--- src/rtl/fetch_unit.sv ---
// Instruction fetch stage: holds the PC, runs a req/ack fetch from instruction memory
// and hands each instruction to decode over valid/ready, with jump redirect and halt.
module fetch_unit #(
    parameter int                ADDR_W   = 8,
    parameter int                INSTR_W  = 16,
    parameter logic [ADDR_W-1:0] RESET_PC = 8'h00
) (
    input  logic               clk,
    input  logic               rst,
    output logic [ADDR_W-1:0]  pc_out,
    input  logic [ADDR_W-1:0]  pc_inc,
    output logic               mem_req,
    output logic [ADDR_W-1:0]  mem_addr,
    input  logic               mem_ack,
    input  logic [INSTR_W-1:0] mem_rdata,
    output logic [INSTR_W-1:0] instr,
    output logic [ADDR_W-1:0]  instr_pc,
    output logic               instr_valid,
    input  logic               instr_ready,
    input  logic               jump_en,
    input  logic [ADDR_W-1:0]  jump_target,
    input  logic               halt,
    output logic               halted
);

    typedef enum logic [1:0] {
        ST_IDLE  = 2'd0,
        ST_FETCH = 2'd1,
        ST_HOLD  = 2'd2,
        ST_HALT  = 2'd3
    } state_t;

    state_t              state_r;
    state_t              state_nx_s;
    logic [ADDR_W-1:0]   pc_r;
    logic [ADDR_W-1:0]   pc_nx_s;
    logic [ADDR_W-1:0]   instr_pc_r;
    logic [INSTR_W-1:0]  instr_r;
    logic                capture_s;

    // Next state, next PC and instruction capture; jump overrides ack, ready and halt
    always_comb begin
        state_nx_s = state_r;
        pc_nx_s    = pc_r;
        capture_s  = 1'b0;
        case (state_r)
            ST_IDLE: begin
                state_nx_s = ST_FETCH;
                if (jump_en) begin
                    pc_nx_s = jump_target;
                end else begin
                    pc_nx_s = pc_r;
                end
            end
            ST_FETCH: begin
                if (jump_en) begin
                    pc_nx_s    = jump_target;
                    state_nx_s = ST_FETCH;
                end else if (mem_ack) begin
                    capture_s  = 1'b1;
                    pc_nx_s    = pc_inc;
                    state_nx_s = ST_HOLD;
                end else begin
                    state_nx_s = ST_FETCH;
                end
            end
            ST_HOLD: begin
                if (jump_en) begin
                    pc_nx_s    = jump_target;
                    state_nx_s = ST_FETCH;
                end else if (instr_ready) begin
                    state_nx_s = halt ? ST_HALT : ST_FETCH;
                end else begin
                    state_nx_s = ST_HOLD;
                end
            end
            ST_HALT: begin
                if (jump_en) begin
                    pc_nx_s    = jump_target;
                    state_nx_s = ST_FETCH;
                end else begin
                    state_nx_s = ST_HALT;
                end
            end
            default: begin
                state_nx_s = ST_IDLE;
                pc_nx_s    = RESET_PC;
            end
        endcase
    end

    // State and program counter registers
    always_ff @(posedge clk or posedge rst) begin
        if (rst) begin
            state_r <= ST_IDLE;
            pc_r    <= RESET_PC;
        end else begin
            state_r <= state_nx_s;
            pc_r    <= pc_nx_s;
        end
    end

    // Fetched instruction and its address, held until the next accepted ack
    always_ff @(posedge clk or posedge rst) begin
        if (rst) begin
            instr_r    <= {INSTR_W{1'b0}};
            instr_pc_r <= {ADDR_W{1'b0}};
        end else if (capture_s) begin
            instr_r    <= mem_rdata;
            instr_pc_r <= pc_r;
        end else begin
            instr_r    <= instr_r;
            instr_pc_r <= instr_pc_r;
        end
    end

    // Handshake flags decode from state alone so reset clears them at once
    assign mem_req     = (state_r == ST_FETCH);
    assign instr_valid = (state_r == ST_HOLD);
    assign halted      = (state_r == ST_HALT);
    assign pc_out      = pc_r;
    assign mem_addr    = pc_r;
    assign instr       = instr_r;
    assign instr_pc    = instr_pc_r;

endmodule
--- config.mk ---
export PLATFORM = sky130hd
export DESIGN_NAME = fetch_unit
export DESIGN_NICKNAME = d
export VERILOG_FILES = /design/src/rtl/fetch_unit.sv
export SDC_FILE = /design/constraint.sdc
export NUM_CORES = 1
export LEC_CHECK = 0
export BUFFER_PORTS_ARGS = -buffer_cell sky130_fd_sc_hd__clkbuf_2
export CORE_MARGIN = 5
export CORE_UTILIZATION = 48
export DETAILED_ROUTE_END_ITERATION = 12
export GPL_TIMING_DRIVEN = 0
export HOLD_SLACK_MARGIN = 0.03
export PLACE_DENSITY_LB_ADDON = 0.25
export SYNTH_ARGS = -nofsm -noshare
export SYNTH_HDL_FRONTEND = slang
export SYNTH_SLANG_ARGS = --single-unit
--- constraint.sdc ---
create_clock -name clk -period 2.15 [get_ports clk]
set_input_delay 0.645 -clock clk [delete_from_list [all_inputs] [get_ports clk]]
set_output_delay 0.645 -clock clk [all_outputs]
set_load 0.02 [all_outputs]
Word level (Yosys, flattened, before mapping):

Index checks and enable logic that the tools add are counted.

* flip-flop bits (word level): 34
* input port bits: 38
* output and inout bits: 43
* word-level logic and storage cells: 26

* equal/unequal tests: 5
* multiplexer cells: 14
* reduce and logical (&&, ||, !) cells: 3

Operator list (number)
* two-way mux 8 bit: 3
* case mux 8 bit (2 select lines): 1
* two-way mux 2 bit: 6
* case mux 2 bit (4 select lines): 1
* equality test 2 bit, second input constant: 2
* two-way mux 1 bit: 3
* != test 3 x 1 -> 1 bit, second input constant: 1
* OR reduction 3 bit: 1
* equality test 2 x 1 -> 1 bit, second input constant: 1
* zero test 2 bit: 1
* != test 2 x 1 -> 1 bit, second input constant: 1
* AND reduction 2 bit: 1

Logic depth before layout (Yosys ltp):

* depth in word-level cells: 4
* mapped depth: 4
* gate-level depth less buffers: 3

Worst setup path before layout:

Ideal clock, no wire load.

* path kind: input-to-reg
* start: input jump_en
* end: register instr_r[10] (netlist: instr[10])
* setup time: 0.125 ns
* data arrival time: 1.434 ns
* data required time: 2.025 ns
* path slack: 0.591 ns
* cell stages on the path: 4
* buffers on the path: 2
* cells stage by stage: buf_2 -> nor2_8 -> buf_12 -> mux2_4

* cells in the longest elaborated chain, start to end: 2

Ends and longest elaborated chain
* start, declared: line 20 `input logic jump_en,`
* two-way mux 1 bit: line 56 `if (jump_en) begin`
* two-way mux 1 bit: line 46 `case (state_r)`
* end signal, assigned: line 106 `instr_r <= {INSTR_W{1'b0}};`
* end signal, assigned: line 109 `instr_r <= mem_rdata;`
* end signal, assigned: line 112 `instr_r <= instr_r;`
* end, declared: line 38 `logic [INSTR_W-1:0] instr_r;`

No other way between the ends.
A chain may end at the register's enable or synchronous reset.

Worst setup path in the final report:

* start: register state_r[0]
* end: output instr_valid

* cells in the longest elaborated chain, start to end: 1

Ends and longest elaborated chain
* start, declared: line 33 `state_t state_r;`
* start signal, assigned: line 98 `state_r <= state_nx_s;`
* equality test 2 bit: line 119 `assign instr_valid = (state_r == ST_HOLD);`
* end, declared: line 18 `output logic instr_valid,`

No other way between the ends.

==> impl_metrics.yaml <==
synth:
  synth_cell_types: 18
  synthCells: 116
  yosys.area_share.simple: 0.09976
  post_synth_instance_area_sq_um: 1568
  yosysSeqAreaShare: 0.5427
  synth_compound_area_frac: 0.06225
  syn_avg_cell_area_sq_um: 13.52
  synth_top_family_by_area: "multiplexers"
  synth_nets: 154
  ys_seq_elements: 34
  synth_xor_area_frac: 0
  yosys_warnings: 0
  yosys.area_share.adder: 0
  synth.area.mux_share: 0.2179
timing:
  max_slew_margin: 0.5385
  setup_tns_ps: 0
  rsz0062_at_grt: "no"
  tightest_slew_ps: 691.2
  hold_viol_final: 0
  clock_skew_ps: 6.421
  min_period_over_period: 0.8593
  final_max_slew_viol_count: 0
  period_minus_slack_ps: 1848
  fmax_mhz: 541.2
  setup-violations-final: 0
clock_network:
  cts_setup_buffers: 0
  post_cts_resized: 0
  clkTransAtPathRegs_ps: 90
  worst_skew_pair.late_latency_ps: 320
  cts_tree: "built"
  holdBufCountCts: 0
  cts_buffers: 5
  cts_root_buf: "clkbuf_4"
  cts-htree-levels: 2
  clock_sinks: 34
  cts.path.max_buffers: 2
pwr:
  seqPwrFrac: 0.461
  swShare: 0.3375
  clockPowerShare: 0.178
  p_total_w: 0.001862
  ir_worst_vdd_uv: 413.4
  leakage_nw: 1.099
  intPower_w: 0.001233
  p_per_area_nw_per_um2: 899.7
  combPwrFrac: 0.361
  netSwitchingPower_w: 0.0006283
flow_run:
  maxCapViolCount: 0
die:
  fp.dieW_um: 67.15
  die_height_um: 67.15
  rows: 20
  start_util: 0.5052
  io_pins: 81
  core-area_sq_um: 3103
  die_area_sq_um: 4509
drt:
  drt-wirelength-per-cell_um: 14.08
  drtIter0Drc: 28
  wirelength_mm: 3.449
  first_pass_iters: 4
  ant_nets: 0
  drc: 0
  num_vias: 1179
  viasPerCell: 4.812
grt:
  grt_pass1_vias: 1200
  grt_first_pass_wirelength_mm: 5.637
  grt.total_usage: 0.1680
  grt_overflow: 0
  antenna_found_initial: 0
  grt_max_degree: 35
layout:
  drive_gt1_frac: 0.6169
  final_cell_mix: "clkbuf_2, dfrtp_1, mux2_4"
  layout_commonest_cell: "clkbuf_2"
  area_delta_synth_final_pct: 32.00
  fillers: 265
  final_util: 0.6669
  nets: 240
  diodes: 0
critical_path:
  path_max_fanout: 7
  arrival_ps: 1200
  start_kind: "register"
  startpoint: "state_r[0]$_DFF_PP0_"
  required_ps: 1500
  timing.rr.start: "state_r[1]$_DFF_PP0_"
  path_cells: "and2b_1 > clkbuf_2"
  end_kind: "output pin"
  cpPeakStageDelay_ps: 470
  crit_type: "register to output pin"
  crit_slowest_cell: "dfrtp_1"
hold_path:
  hold_class: "input pin to asynchronous set/reset pin"
run_status:
  outcome: "complete, no violations"
place:
  io_buffers: 79
  routabilityCongestion: 0.7586
  dp.final_hpwl_mm: 2.748
[final timing paths]
check | endpoint | slack, ps | cells past startpoint
max in group asynchronous | instr_pc[3]$_DFFE_PP0P_ | 1300 | 2
hold reg to reg | instr_pc[4]$_DFFE_PP0P_ | 520 | 1
setup reg to reg | instr[12]$_DFFE_PP0P_ | 630 | 4
min in group clk | instr_pc[4]$_DFFE_PP0P_ | 520 | 1
setup / recovery | instr_valid | 300 | 2
hold / removal | mem_addr[4]$_DFFE_PP0P_ | 410 | 2
[power groups by stage]
| stage | clock network [W] | logic (W) | registers (W) |
|---|---|---|---|
| finish | 0.000331 | 0.000672 | 0.000859 |
| global route | 0.000381 | 0.000718 | 0.000878 |
| CTS | 0.000349 | 0.000684 | 0.000860 |
| detailed placement | 0 | 0.000682 | 0.000870 |
| global placement | 0 | 0.000673 | 0.000861 |
| floorplan | 0 | 0.000289 | 0.00102 |
[cells in the mapped netlist]
master | count | share of area
and2b_1 | 1 | 0.0048
buf_12 | 2 | 0.026
clkbuf_1 | 1 | 0.0024
nand3b_4 | 1 | 0.013
a21oi_1 | 18 | 0.057
inv_1 | 2 | 0.0048
nor2_1 | 1 | 0.0024
nor2b_1 | 9 | 0.036
dfrtp_1 | 34 | 0.54
buf_2 | 2 | 0.0064
buf_4 | 8 | 0.038
o31ai_1 | 1 | 0.0048
and3b_1 | 1 | 0.0056
mux2_2 | 5 | 0.036
and2_1 | 1 | 0.0040
mux2_4 | 19 | 0.18
nor2_8 | 1 | 0.013
nand2_1 | 9 | 0.022
[per-stage QoR]
| step | instance area [sq um] | cells | hold WS, ps | setup slack, ps |
|---|---|---|---|---|
| after floorplan | 1568 | 116 | 557.5 | 591.0 |
| after global placement | 2018 | 239 | 491.3 | 364.8 |
| after detailed placement | 2018 | 239 | 493.0 | 310.1 |
| after CTS | 2069 | 245 | 522.2 | 281.4 |
| after global routing | 2069 | 245 | 458.0 | 231.3 |
| final | 2069 | 245 | 412.1 | 302.4 |
[critical path, delay by kind of cell, from the launching register on]
| family | cells | cell delay, ps |
|---|---|---|
| DFF | 1 | 470 |
| buffers and inverters | 1 | 170 |
| and+or+nand+nor | 1 | 240 |
[cells by family (layout without fill, tap and decap cells)]
group	count (synthesis)	count (layout)
simple gates	24	24
flops	34	34
buf+inv	15	100
mux	24	24
compound gates	19	19
[layer usage]
layer,routed length (um),track usage,vias to the layer above
met3,311,0.04825,11
met4,85,0.08101,0
met1,1370,0.1955,553
met5,0,0,-
li1,-,-,556
met2,1681,0.2834,59
[registers in the layout, summed over array words and instances, names as in the netlist]
| signal | cells |
|---|---|
| instr_pc | 8 |
| mem_addr | 8 |
| instr | 16 |
| state_r | 2 |
[area by class of cell]
| class | count | area, sq um | area share |
|---|---|---|---|
| repair buffers | 79 | 395.4 | 0.1911 |
| multi-input cells | 67 | 595.6 | 0.2878 |
| flip-flops and latches | 34 | 850.8 | 0.4111 |
| plain buffers | 13 | 113.9 | 0.05502 |
| clock buffers | 6 | 51.30 | 0.02479 |
| well taps | 44 | 55.05 | 0.02660 |
| inverters | 2 | 7.507 | 0.003628 |
Note: power is estimated with default switching activity, not from simulation.
